==> src/rtl/i2c_pkg.sv <==
// Shared I2C definitions for the PWM master and slave sides of the board bus.
package i2c_pkg;

  typedef enum logic [2:0] {IDLE, START, ADDR, ACK1, DATA, ACK2, STOP} state_t;

  localparam logic [6:0] DEFAULT_SLAVE_ADDR = 7'b0101010;

  localparam int START_Q = 2;
  localparam int BIT_Q   = 4;
  localparam int STOP_Q  = 3;

endpackage

==> src/rtl/i2c_quarter_tick.sv <==
// SCL quarter-period divider: counts 0..CLK_DIV-1 and emits a one-cycle tick on the last count.
module i2c_quarter_tick #(
  parameter int CLK_DIV = 250
) (
  input  logic clk,
  input  logic rst_n,
  input  logic en,
  input  logic clr,
  output logic tick
);

  localparam int CW = (CLK_DIV > 1) ? $clog2(CLK_DIV) : 1;
  localparam logic [CW-1:0] LAST = CW'(CLK_DIV - 1);

  logic [CW-1:0] count;

  always_ff @(posedge clk) begin
    if (!rst_n || clr) begin
      count <= '0;
    end else if (en) begin
      count <= (count == LAST) ? '0 : count + 1'b1;
    end
  end

  assign tick = en && (count == LAST);

endmodule

==> src/rtl/i2c_pwm_master.sv <==
// Write-only I2C master: sends {addr, W} then one PWM duty byte, reports done and any NACK.
module i2c_pwm_master
  import i2c_pkg::*;
#(
  parameter int         CLK_DIV    = 250,
  parameter logic [6:0] SLAVE_ADDR = DEFAULT_SLAVE_ADDR
) (
  input  logic       clk,
  input  logic       rst_n,
  input  logic       start,
  input  logic [7:0] duty_in,
  output logic       busy,
  output logic       done,
  output logic       ack_error,
  input  logic       sda_in,
  output logic       sda_oe,
  output logic       scl_oe
);

  state_t      state;
  logic [1:0]  phase;
  logic [2:0]  bit_cnt;
  logic [15:0] shift;
  logic        nack;
  logic        tick;
  logic        accept;

  // The done cycle is still IDLE, so it is excluded explicitly to drop a start arriving with done.
  assign accept = start && (state == IDLE) && !done;

  i2c_quarter_tick #(.CLK_DIV(CLK_DIV)) u_tick (
    .clk   (clk),
    .rst_n (rst_n),
    .en    (1'b1),
    .clr   (state == IDLE),
    .tick  (tick)
  );

  always_ff @(posedge clk) begin
    if (!rst_n) begin
      state     <= IDLE;
      phase     <= 2'd0;
      bit_cnt   <= 3'd0;
      shift     <= 16'd0;
      nack      <= 1'b0;
      busy      <= 1'b0;
      done      <= 1'b0;
      ack_error <= 1'b0;
      sda_oe    <= 1'b0;
      scl_oe    <= 1'b0;
    end else begin
      done <= 1'b0;
      if (accept) begin
        state     <= START;
        phase     <= 2'd0;
        shift     <= {SLAVE_ADDR, 1'b0, duty_in};
        busy      <= 1'b1;
        ack_error <= 1'b0;
        sda_oe    <= 1'b1;
        scl_oe    <= 1'b0;
      end else if (tick) begin
        phase <= phase + 2'd1;
        case (state)
          START: begin
            scl_oe <= 1'b1;
            if (phase == 2'(START_Q - 1)) begin
              state   <= ADDR;
              phase   <= 2'd0;
              bit_cnt <= 3'd7;
              sda_oe  <= ~shift[15];
            end
          end
          // Outputs for the next quarter are set on the tick that ends the current one.
          ADDR, DATA: begin
            if (phase == 2'd1) begin
              scl_oe <= 1'b0;
            end else if (phase == 2'(BIT_Q - 1)) begin
              scl_oe  <= 1'b1;
              shift   <= {shift[14:0], 1'b0};
              bit_cnt <= bit_cnt - 3'd1;
              if (bit_cnt == 3'd0) begin
                state  <= (state == ADDR) ? ACK1 : ACK2;
                sda_oe <= 1'b0;
              end else begin
                sda_oe <= ~shift[14];
              end
            end
          end
          ACK1, ACK2: begin
            if (phase == 2'd1) begin
              scl_oe <= 1'b0;
            end else if (phase == 2'd2) begin
              nack <= sda_in;
            end else if (phase == 2'(BIT_Q - 1)) begin
              scl_oe <= 1'b1;
              if (nack) ack_error <= 1'b1;
              if (state == ACK1 && !nack) begin
                state   <= DATA;
                bit_cnt <= 3'd7;
                sda_oe  <= ~shift[15];
              end else begin
                state  <= STOP;
                sda_oe <= 1'b1;
              end
            end
          end
          STOP: begin
            if (phase == 2'd0) begin
              scl_oe <= 1'b0;
            end else if (phase == 2'd1) begin
              sda_oe <= 1'b0;
            end else if (phase == 2'(STOP_Q - 1)) begin
              state <= IDLE;
              phase <= 2'd0;
              busy  <= 1'b0;
              done  <= 1'b1;
            end
          end
          default: phase <= 2'd0;
        endcase
      end
    end
  end

endmodule

==> config.mk <==
export PLATFORM = sky130hd
export DESIGN_NAME = i2c_pwm_master
export DESIGN_NICKNAME = d
export VERILOG_FILES = /design/src/rtl/i2c_pkg.sv /design/src/rtl/i2c_quarter_tick.sv /design/src/rtl/i2c_pwm_master.sv
export SDC_FILE = /design/constraint.sdc
export NUM_CORES = 1
export LEC_CHECK = 0
export ABC_AREA = 1
export ABC_CLOCK_PERIOD_IN_PS = 1900
export CORE_ASPECT_RATIO = 0.9
export CORE_MARGIN = 2
export CORE_UTILIZATION = 60
export CTS_BUF_LIST = sky130_fd_sc_hd__clkbuf_4
export DETAILED_ROUTE_END_ITERATION = 8
export PLACE_DENSITY = 0.92
export SETUP_SLACK_MARGIN = 0.3
export SYNTH_ARGS = -nofsm -noshare
export SYNTH_HDL_FRONTEND = slang
export SYNTH_SLANG_ARGS = --single-unit
==> constraint.sdc <==
create_clock -name clk -period 1.9 [get_ports clk]
set_input_delay 0.285 -clock clk [delete_from_list [all_inputs] [get_ports clk]]
set_output_delay 0.285 -clock clk [all_outputs]
set_load 0.03 [all_outputs]
======== Word-level counts from Yosys, hierarchy flattened ========
Index checks and enable logic that the tools add are counted.
storage, ports and cells
  bits in registers ....................... 38
  input bits .............................. 12
  output and inout port bits .............. 5
  word-level logic and storage cells ...... 153
operators by class
  $add $sub $neg .......................... 3
  equal/unequal tests ..................... 36
  mux-type cells .......................... 59
  bitwise gates (word level) .............. 8
  reduce and logical (&&, ||, !) cells .... 34
operators by type and width
  operator               count
  $mux W15               5
  $mux W3                18
  $ne A3 B3 Y1 const B   12
  $ne A2 B2 Y1 const B   14
  $mux W1                26
  $reduce_and A12 Y1     2
  $reduce_and A10 Y1     2
  $pmux W3 S4            1
  $reduce_and A4 Y1      3
  $mux W2                5
  $reduce_and A5 Y1      2
  $reduce_bool A2 Y1     5
  $eq A3 B3 Y1 const B   3
  $pmux W3 S3            1
  $add A8 B1 Y8 const B  1
  $eq A8 B8 Y1 const B   1
  $not A1 Y1             8
  $pmux W1 S4            2
  $reduce_or A2 Y1       4
  $eq A3 B2 Y1 const B   2
  $logic_not A3 Y1       2
  $pmux W2 S3            1
  $reduce_and A6 Y1      1
  $reduce_or A6 Y1       1
  13 further kinds       18

======== Logic depth before layout (Yosys ltp) ========
Gate-level depths: netlist (run 1).
  word-level depth ........................ 9
  gate-level depth with buffers ........... 12
  gate-level depth less buffers ........... 12

======== Cells and area by module ========
From an unflattened synthesis (run 1), not the netlist that was laid out.
second synthesis, totals
  cells, all modules ...................... 317
  area, all modules ....................... 2,092.0 um^2
modules (own cells, without submodules)
  module            instances  cells an instance  area each (um^2)  seq. area each (um^2)
  i2c_pwm_master    1          257                1,650.3           600.6
  i2c_quarter_tick  1          60                 441.7             160.2

======== Worst setup path after synthesis (run 1) ========
No wires, ideal clock.
  kind .................................... flip-flop to flip-flop
  from .................................... register phase[1]
  to ...................................... register state[0]
  setup time .............................. 0.115 ns
  arrival time ............................ 1.386 ns
  data required time ...................... 1.785 ns
  path slack .............................. 0.399 ns
  cell stages (with the launch flop) ...... 10
  buffers on the path ..................... 1
  clock period less this slack ............ 1.501 ns
  cell sequence ........................... dfxtp_1 > inv_1 > ha_1 > clkbuf_1 > o21ai_0 > nand2_1 > o21ai_0 > nand3_1 > nand2_1 > nor2_1
on the way
  longest elaborated chain between the ends .. 3
  elaborated cells between the ends (all ways) .. 14
  those cells by class .................... eq/ne (12); reduce/logical (2)
ends and longest elaborated chain
  what                                        line                                         text
  from (decl)                                 i2c_pwm_master.sv:21                         logic [1:0] phase;
  from (signal assigned)                      i2c_pwm_master.sv:62                         phase <= phase + 2'd1;
  $eq A2 B2 Y1, or another cell as far along  i2c_pwm_master.sv:92, i2c_pwm_master.sv:112
  $ne A3 B3 Y1 (no line)                      n/a
  $reduce_and A12 Y1 (no line) (*)            n/a
  to (signal assigned)                        i2c_pwm_master.sv:82                         state <= (state == ADDR) ? ACK1 : ACK2;
  to (decl)                                   i2c_pwm_master.sv:20                         state_t state;
Mark *: on every way between the ends. The rest lies on a longest branch, timed or not.
A chain may end at the register's enable or synchronous reset.

======== Worst setup path after layout (run 1) ========
  from .................................... input start
  to ...................................... register sda_oe
on the way
  longest elaborated chain between the ends .. 4
  elaborated cells between the ends (all ways) .. 14
  those cells by class .................... eq/ne (8); mux (1); reduce/logical (5)
ends and longest elaborated chain
  what                                                  line                   text
  from (decl)                                           i2c_pwm_master.sv:10   input logic start,
  $logic_and A1 B1 Y1 (*) (2 in series)                 i2c_pwm_master.sv:29   assign accept = start && (state == IDLE) && !done;
  $ne A3 B3 Y1 (no line), or another cell as far along  n/a
  $reduce_and A10 Y1 (no line)                          n/a
  to (signal assigned)                                  i2c_pwm_master.sv:70   sda_oe <= ~shift[15];
  to (signal assigned)                                  i2c_pwm_master.sv:85   sda_oe <= ~shift[14];
  to (signal assigned)                                  i2c_pwm_master.sv:100  sda_oe <= ~shift[15];
  to (decl)                                             i2c_pwm_master.sv:16   output logic sda_oe,
Marks and branches as above.

==> out/results.ini, run 1 <==
[run_status]
outcome = finished, final reports clean

[sta]
drv_slew = 0
period_needed_ns = 1.56
finalSetupViolCount = 0
tns_ns = 0
timing.final.ws_setup_ns = 0.341
min_period_over_period = 0.820
clock.fmax_ghz = 0.642
rsz0062_at_grt = true
skew_ns = 0.0108
hold_viol = 0
relSlewSlack = 0.806
worst_slew_pin_slew_ns = 0.289

[synthesis]
ys_top_cells_by_area = dfxtp_1 (36%), nor2_1 (12%), nand2_1 (11%)
synth_top_area_cell = dfxtp_1
synth_seq_cells = 38
yosysTopAreaCellShare = 0.365
synth_fp_nets = 334
syn_area_mm2 = 0.00208
synth-warning-count = 0
synth_seq_area_share = 0.365
synthesis.instances = 313
synth_area_per_cell_um2 = 6.66
synth_cell_types = 32

[worst_setup_path]
end_kind = flop
criticalPathCategory = input pin to flop
slowest_stage = clkdlybuf4s50_1
crit_required_ns = 2.20
reg2reg_depth = 10
path_delay_family = simple AND/OR/NAND/NOR gates
crit_chain = clkdlybuf4s50_1 -> inv_1 -> nor2_1 -> nand3_2 -> inv_2 -> nor2_1 -> nor2_1 -> nand3_1 -> nand2_1 -> nand2_1 -> nor2_1
reg2reg_slack_ns = 0.35
startpoint_type = input pin
rr_startpoint = state[2]
critPathLaunch = start
crit_fanout = 6
cpPeakStageDelay_ns = 0.46
cp-endpoint = sda_oe
crit_buf_inv = 3
r2r_end = sda_oe
cp.arrival_ns = 1.86
cpMostUsedCell = nor2_1
cp.depth = 11

[placement]
dp_slack_ns = 0.124
place_hpwl_um = 3350
place_inst = 370
place.gp.congestion = 0.933
io_buffers = 16
post_dp_cell_area_mm2 = 0.00229

[layout]
mostFrequentLayoutCells = nor2_1 (67), nand2_1 (56), inv_1 (31), dfxtp_1 (31), nand3_1 (20)
final_area_mm2 = 0.00250
fin_util = 0.747
syn_to_final_growth_pct = 20.1
final_common_cell = nor2_1
antennaDiodeCount = 0
drive_above_1_share = 0.176
stdcell_count = 384
fin_nets = 360

[cts]
root_buffer = clkbuf_4
tritoncts = yes
ctsLongestPathBuffers = 2
cts_buffers = 5
htreeDepth = 2
cts.sinks = 38
clock_latency_ns = 0.36
hold_buffers = 0
path_clk_slew_ns = 0.12

[die]
start_util = 0.622
row_count = 20
core_mm2 = 0.00335
io_pins = 17
die_area_mm2 = 0.00396
die_h_um = 59.9
die_w_um = 66.1

[pwr]
ir_drop_v = 0.000500
power_density_mw_per_mm2 = 583
p_leak_uw = 0.00116

[route]
via_per_inst = 5.42
ant_nets = 0
wirelength_um = 4850
wl_per_cell_um = 12.6
num_vias = 2082
drt_iter0_drc = 167
drc = 0
dr.pass1.iters = 5

[global_routing]
grt_max_degree = 21
grt_usage = 0.251
overflow = 0
antenna_found_initial = 0
grt_pass1_vias = 1792
grt_first_pass_wirelength_um = 7660

[hold_path]
hp-class = input pin to flop

[flow_run]
max_cap_viol_count = 0

-- metal layers --
| layer | GRT usage | wire [um] |
|---|---|---|
| met2 | 0.423 | 2320 |
| met3 | 0.0471 | 278 |
| met1 | 0.331 | 2170 |
| met4 | 0.0729 | 75 |
| met5 | 0 | 0 |
-- cell usage after synthesis (all sizes together) --
cell type   n
nor3b       1
dfxtp      38
nand2      62
o211ai      1
nor2       73
and3        1
xnor2       1
inv        39
nor3        9
o22ai       1
buf         4
o21ai      28
o2111ai     1
or2         1
nand3      25
clkbuf      3
a31oi       2
a21oi      10
ha          9
nand4       2
a22oi       1
o31ai       1
-- worst min path at each step --
stage / depth (start not counted) / slack (ns) / to / start
after global routing: 2 / 0.49 / nack / nack
final: 3 / 0.48 / shift[0] / duty_in[0]
after floorplan: 2 / 0.43 / shift[0] / duty_in[0]
after CTS: 1 / 0.44 / u_tick.count[0] / u_tick.count[0]
after detailed placement: 1 / 0.45 / u_tick.count[0] / u_tick.count[0]
after global placement: 1 / 0.45 / u_tick.count[0] / u_tick.count[0]
-- cell type report --
class	count	area, um2
clock buffers	5	37.5
clock inverters	3	16.3
inverters	39	149
fillers	249	850
multi-input cells	229	1220
repair buffers	26	245
well taps	44	55.1
flip-flops and latches	38	777
-- where the power goes --
group          switching [uW]  internal [uW]
Sequential               22.1            824
Clock                     276            138
Combinational             122           78.5
Total                     420           1040
-- state kept, by name, summed over array words and instances (netlist names), named ones only --
name and count:
done 1, shift 16, phase 2, ack_error 1, sda_oe 1, bit_cnt 3, nack 1, state 3
busy 1, u_tick.count 8
-- cells by family after synthesis --
family                     Yosys count  share of synthesized area
and+or+nand+nor                    174                      0.369
buffers and inverters               46                     0.0906
AOI/OAI and AO/OA                   45                      0.117
DFF                                 38                      0.365
adders and majority gates            9                     0.0540
xor gates and xnor gates             1                    0.00420
-- tightest hold or removal path, cell delays in order --
cell	delay, ns
clkdlybuf4s50_1	0.40
nand2_1	0.06
a21oi_1	0.05
-- through the flow --
| step | power [uW] | hold WS, ns |
|---|---|---|
| global placement | 1050 | 0.449 |
| detailed placement | 1050 | 0.454 |
| global route | 1510 | 0.494 |
| finish | 1460 | 0.477 |
| floorplan | 984 | 0.432 |
| CTS | 1450 | 0.442 |
-- what timing repair did --
action | CTS | global route
resized for setup | 11 | 33
pin swaps | 0 | 3
endpoints found under the setup margin | 29 | 31
buffers inserted | 2 | 4
Power figures use the tool's default switching activity.
==> run 2: changes to the inputs <==
--- a/config.mk
+++ b/config.mk
@@ -6,7 +6,7 @@
 export NUM_CORES = 1
 export LEC_CHECK = 0
 export ABC_AREA = 1
-export ABC_CLOCK_PERIOD_IN_PS = 1900
+export ABC_CLOCK_PERIOD_IN_PS = 1650
 export CORE_ASPECT_RATIO = 0.9
 export CORE_MARGIN = 2
 export CORE_UTILIZATION = 60
==> constraint.sdc (replaced) <==
create_clock -name clk -period 1.65 [get_ports clk]
set_input_delay 0.2475 -clock clk [delete_from_list [all_inputs] [get_ports clk]]
set_output_delay 0.2475 -clock clk [all_outputs]
set_load 0.03 [all_outputs]
==> out/results.ini, run 2 <==
[run_status]
lastStage = global routing (5_1_grt)
tool.error = [ERROR DPL-0038] Utilization greater than 100%, impossible to legalize
outcome = did not finish

[sta]
crit_endpoint = sda_oe$_SDFFE_PN0P_/D
worst-ep-kind = sequential cell input

[cts]
hold_buffers = 0  ; unchanged
root_buffer = clkbuf_4
cts_buffers = 5  ; unchanged
cts.sinks = 38  ; unchanged
ctsLongestPathBuffers = 2  ; unchanged
htreeDepth = 2  ; unchanged

[die]
die_h_um = 59.9  ; unchanged
io_pins = 17  ; unchanged
row_count = 20  ; unchanged
start_util = 0.622  ; unchanged
die_w_um = 66.1  ; unchanged

[synthesis]
synth_fp_nets = 334  ; unchanged
synth_area_per_cell_um2 = 6.66  ; unchanged
ys_top_cells_by_count = nor2_1 (69), nand2_1 (60), dfxtp_1 (38)
yosysTopAreaCellShare = 0.365  ; unchanged
ys_top_cells_by_area = dfxtp_1 (36%), nor2_1 (12%), nand2_1 (11%)
synth_cell_types = 32  ; unchanged
yosysMostFrequentCell = nor2_1
synth_seq_area_share = 0.365  ; unchanged
synth-warning-count = 0  ; unchanged
synth_seq_cells = 38  ; unchanged
synthArstFlopShare = 0  ; unchanged
synthesis.instances = 313  ; unchanged
synth-edff-count = 0  ; unchanged
synth_top_area_cell = dfxtp_1
synth_ff_type = dfxtp_1
syn_area_mm2 = 0.00208  ; unchanged

[placement]
io_buffers = 16  ; unchanged
place_hpwl_um = 3640  ; +8.5%
place_inst = 375  ; +1.4%
place.gp.congestion = 0.925  ; -0.83%

[global_routing]
grt_max_degree = 16

==> run 2: cell counts after synthesis <==
No cell type changed its count.
==> run 2: repair_timing <==
item | in CTS
pin swaps | 18
setup buffers | 12
gates cloned | 4
resized for setup | 77
setup endpoints to repair | 39
==> run 2: kinds of logic after synthesis <==
kind of cell,after synthesis,share of synthesized area
xor gates and xnor gates,1,0.00420
and+or+nand+nor,174,0.369
DFF,38,0.365
AOI/OAI and AO/OA,45,0.117
buffers and inverters,46,0.0906
adders and majority gates,9,0.0540
==> run 2: stage by stage <==
step / worst slack [ns] / setup TNS (ns) / instance area, um2
2_1_floorplan: 0.269 / 0 / 2160
3_3_place_gp: 0.0646 / 0 / 2390
3_5_place_dp: -0.0130 / -0.0257 / 2390
4_1_cts: 0.0912 / 0 / 2960
==> run 3: changes to the inputs <==
--- a/config.mk
+++ b/config.mk
@@ -7,13 +7,10 @@
 export LEC_CHECK = 0
 export ABC_AREA = 1
 export ABC_CLOCK_PERIOD_IN_PS = 1650
-export CORE_ASPECT_RATIO = 0.9
 export CORE_MARGIN = 2
-export CORE_UTILIZATION = 60
-export CTS_BUF_LIST = sky130_fd_sc_hd__clkbuf_4
+export CORE_UTILIZATION = 40
 export DETAILED_ROUTE_END_ITERATION = 8
-export PLACE_DENSITY = 0.92
-export SETUP_SLACK_MARGIN = 0.3
+export PLACE_DENSITY_LB_ADDON = 0.15
 export SYNTH_ARGS = -nofsm -noshare
 export SYNTH_HDL_FRONTEND = slang
 export SYNTH_SLANG_ARGS = --single-unit
==> out/results.ini, run 3 (synthesis results as in run 1) <==
[placement]
post_dp_cell_area_mm2 = 0.00250  ; +4.7%
place.gp.congestion = 0.919  ; -0.71%
place_hpwl_um = 3630  ; -0.15%
io_buffers = 16  ; unchanged

[cts]
clock_latency_ns = 0.29
path_clk_slew_ns = 0.08
hold_buffers = 0  ; unchanged
htreeDepth = 2  ; unchanged
ctsLongestPathBuffers = 2  ; unchanged
root_buffer = clkbuf_8
cts.sinks = 38  ; unchanged
tritoncts = yes
cts_buffers = 5  ; unchanged

[route]
wl_per_cell_um = 11.6
num_vias = 2071
drt_iter0_drc = 88
dr.pass1.iters = 4
drc = 0
wirelength_um = 5000
ant_nets = 0
via_per_inst = 4.82

[layout]
fin_nets = 380
syn_to_final_growth_pct = 32.5
multi_input_area_mm2 = 0.00121
top_register = shift
reg.largest.list = shift (16), u_tick.count (8)
fin_util = 0.544
antennaDiodeCount = 0
drive_above_1_share = 0.225
final_common_cell = nor2_1
final_area_mm2 = 0.00276
seqCellArea_um2 = 771
n_fill_cell = 514
mostFrequentLayoutCells = nor2_1 (64), nand2_1 (57), inv_1 (32), dfxtp_1 (32), buf_4 (28)
largest_register_ffs = 16

[pwr]
ir_drop_v = 0.000612
p_leak_uw = 0.00129
total_power_uw = 2210
power_density_mw_per_mm2 = 799

[sta]
fin_hold_ws_ns = 0.470
hold_viol = 0
period_needed_ns = 1.57
skew_ns = 0.00517
drv_slew = 0
relSlewSlack = 0.777
worst_slew_pin_slew_ns = 0.334
clock.fmax_ghz = 0.637
rsz0062_at_grt = true
min_period_over_period = 0.952
finalSetupViolCount = 0

[worst_setup_path]
path_delay_family = buffers and inverters
criticalPathCategory = flop to output port
crit_fanout = 2
cpPeakStageDelay_ns = 0.69
slowest_stage = clkdlybuf4s50_1
crit_required_ns = 1.40
end_kind = output port
crit_chain = clkdlybuf4s50_1
crit_buf_inv = 1
cp.arrival_ns = 1.32
startpoint_type = flop

[hold_path]
hp-class = flop to flop

[die]
die_w_um = 76.2  ; +15%
die_h_um = 76.2  ; +27%
io_pins = 17  ; unchanged
core_mm2 = 0.00507
start_util = 0.411  ; -0.211
row_count = 26  ; +30%
die_area_mm2 = 0.00580

[global_routing]
grt_pass1_vias = 1933
grt_usage = 0.180
grt_first_pass_wirelength_um = 8700
antenna_found_initial = 0
overflow = 0
grt_max_degree = 21

[run_status]
outcome = finished, final reports clean

[flow_run]
max_cap_viol_count = 0

## run 3: repair_timing
item | CTS | global route
resized for setup | 0 | 34
setup endpoints to repair | 0 | 28
setup buffers | 0 | 3
## run 3: power breakdown
group,switching (uW),total [uW],internal [uW]
logic,138,246,107
clock network,341,986,645
registers,24.0,975,951
total,504,2210,1700
## run 3: metrics by stage
stage,std cells,TNS (ns),worst slack (ns)
final,430,0,0.0789
after global routing,430,-0.0176,-0.0133
after CTS,427,0,0.0125
after detailed placement,419,0,0.0398
after global placement,419,0,0.00160
after floorplan,313,0,0.149
## run 3: layout make-up
class / instances / share of cell area
clock buffer: 6 / 0.0299
clock inverter: 2 / 0.0217
inverter: 39 / 0.0530
multi-input combinational: 229 / 0.439
sequential: 38 / 0.279
tap: 70 / 0.0317
timing repair buffer: 46 / 0.145
## run 3: worst paths after layout
| kind | from | end | slack, ns | cells past startpoint |
|---|---|---|---|---|
| setup / recovery | sda_oe | sda_oe | 0.08 | 1 |
| hold / removal | busy | busy | 0.47 | 2 |
| setup reg to reg | state[1] | sda_oe | 0.10 | 11 |
| hold reg to reg | busy | busy | 0.47 | 2 |
## run 3: per-layer routing
layer  global-route usage  wire length (um)  vias up
met2                0.290              2430       32
met1                0.247              2400      943
met3               0.0427               156        2
li1                     -                 -     1094
met4               0.0400                17        0
met5                    0                 0        -
==> run 4: changes to the inputs <==
--- a/config.mk
+++ b/config.mk
@@ -8,7 +8,7 @@
 export ABC_AREA = 1
 export ABC_CLOCK_PERIOD_IN_PS = 1650
 export CORE_MARGIN = 2
-export CORE_UTILIZATION = 40
+export CORE_UTILIZATION = 55
 export DETAILED_ROUTE_END_ITERATION = 8
 export PLACE_DENSITY_LB_ADDON = 0.15
 export SYNTH_ARGS = -nofsm -noshare
==> out/results.ini, run 4 (synthesis results as in run 1) <==
[die]
row_count = 22  ; -15%
die_area_mm2 = 0.00430  ; -26%
die_h_um = 65.6  ; -14%
io_pins = 17  ; unchanged
die_w_um = 65.6  ; -14%
start_util = 0.569  ; +0.159
core_mm2 = 0.00366  ; -28%

[route]
num_vias = 2041  ; -1.4%
wl_per_cell_um = 11.5  ; -1.0%
drc = 0  ; unchanged
wirelength_um = 4590  ; -8.2%
dr.pass1.iters = 4  ; unchanged
drt_iter0_drc = 114  ; +30%
via_per_inst = 5.12  ; +6.2%
ant_nets = 0  ; unchanged

[global_routing]
grt_usage = 0.233  ; +0.0525
grt_max_degree = 17  ; -19%
grt_first_pass_wirelength_um = 7760  ; -11%
antenna_found_initial = 0  ; unchanged
grt_pass1_vias = 1798  ; -7.0%
overflow = 0  ; unchanged

[cts]
ctsLongestPathBuffers = 2  ; unchanged
cts_buffers = 5  ; unchanged
hold_buffers = 0  ; unchanged
cts.sinks = 38  ; unchanged
root_buffer = clkbuf_8
tritoncts = yes
clock_latency_ns = 0.30  ; about the same
path_clk_slew_ns = 0.08  ; about the same
htreeDepth = 2  ; unchanged

[layout]
syn_to_final_growth_pct = 24.1
fin_nets = 371  ; -2.4%
antennaDiodeCount = 0  ; unchanged
drive_above_1_share = 0.182  ; -0.0427
largest_register_ffs = 16  ; unchanged
final_area_mm2 = 0.00259  ; -6.3%
fin_util = 0.707  ; +0.163
final_common_cell = nor2_1
top_register = shift
mostFrequentLayoutCells = nor2_1 (67), nand2_1 (57), dfxtp_1 (34)
reg.largest.list = shift (16), u_tick.count (8)

[sta]
clock.fmax_ghz = 0.644  ; +1.1%
rsz0062_at_grt = false
tns_ns = 0  ; unchanged
fin_hold_ws_ns = 0.484  ; +0.0148 ns
min_period_over_period = 0.941  ; -0.0108
drv_slew = 0  ; unchanged
finalSetupViolCount = 0  ; unchanged
period_needed_ns = 1.55  ; -0.0178 ns
hold_viol = 0  ; unchanged
relSlewSlack = 0.793  ; +0.0160
skew_ns = 0.0100  ; +0.00485 ns
worst_slew_pin_slew_ns = 0.310  ; -0.0239 ns

[placement]
place.gp.congestion = 0.963  ; +4.8%
place_hpwl_um = 3440  ; -5.4%
io_buffers = 16  ; unchanged
post_dp_cell_area_mm2 = 0.00241  ; -3.7%

[pwr]
p_leak_uw = 0.00120  ; -7.2%
total_power_uw = 2010  ; -9.0%
ir_drop_v = 0.000594  ; -2.8%
power_density_mw_per_mm2 = 776  ; -2.9%

[worst_setup_path]
cpPeakStageDelay_ns = 0.67  ; -0.02 ns
end_kind = output port
cp.arrival_ns = 1.31  ; about the same
startpoint_type = flop
crit_chain = clkdlybuf4s50_1
criticalPathCategory = flop to output port
crit_required_ns = 1.40  ; about the same
crit_buf_inv = 1  ; unchanged
path_delay_family = buffers and inverters
crit_fanout = 2  ; unchanged
slowest_stage = clkdlybuf4s50_1

[flow_run]
max_cap_viol_count = 0  ; unchanged

[hold_path]
hp-class = flop to flop

[run_status]
outcome = finished, final reports clean

-- run 4: worst paths after layout --
kind                            slack, ns      start  depth (start not counted)        end
worst max-delay path                  0.1  ack_error                          1  ack_error
worst min register to register       0.48       busy                          2       busy
worst min-delay path                 0.48       busy                          2       busy
worst max register to register       0.13   state[1]                         10   state[2]
-- run 4: per-stage QoR --
step                setup slack [ns]  cells
finish                        0.0967    399
global route                 0.00146    399
CTS                           0.0208    398
detailed placement           -0.0169    390
global placement             0.00586    390
floorplan                      0.149    313
-- run 4: layout make-up --
cell class                 count  area [um2]
clock inverter                 3        45.0
clock buffer                   5        68.8
sequential                    38         768
fill                         321        1070
inverter                      39         146
multi-input combinational    229        1180
tap                           48        60.1
timing repair buffer          37         318
-- run 4: layer usage --
metal,share of wire,vias to the layer above,track usage
li1,-,1071,-
met1,0.46,912,0.302
met2,0.46,54,0.386
met3,0.063,4,0.0599
met4,0.0087,0,0.0573
met5,0,-,0
-- run 4: timing repair --
action	in CTS	in global routing
buffers inserted	0	1
gates resized for setup	2	17
pin swaps	0	2
endpoints found under the setup margin	4	28
cloned	0	0
-- run 4: report_power, final --
group,leakage (uW),switching [uW],internal [uW]
combinational,0.000839,131,98.1
sequential,0.000312,22.8,951
clock,0.0000504,356,450
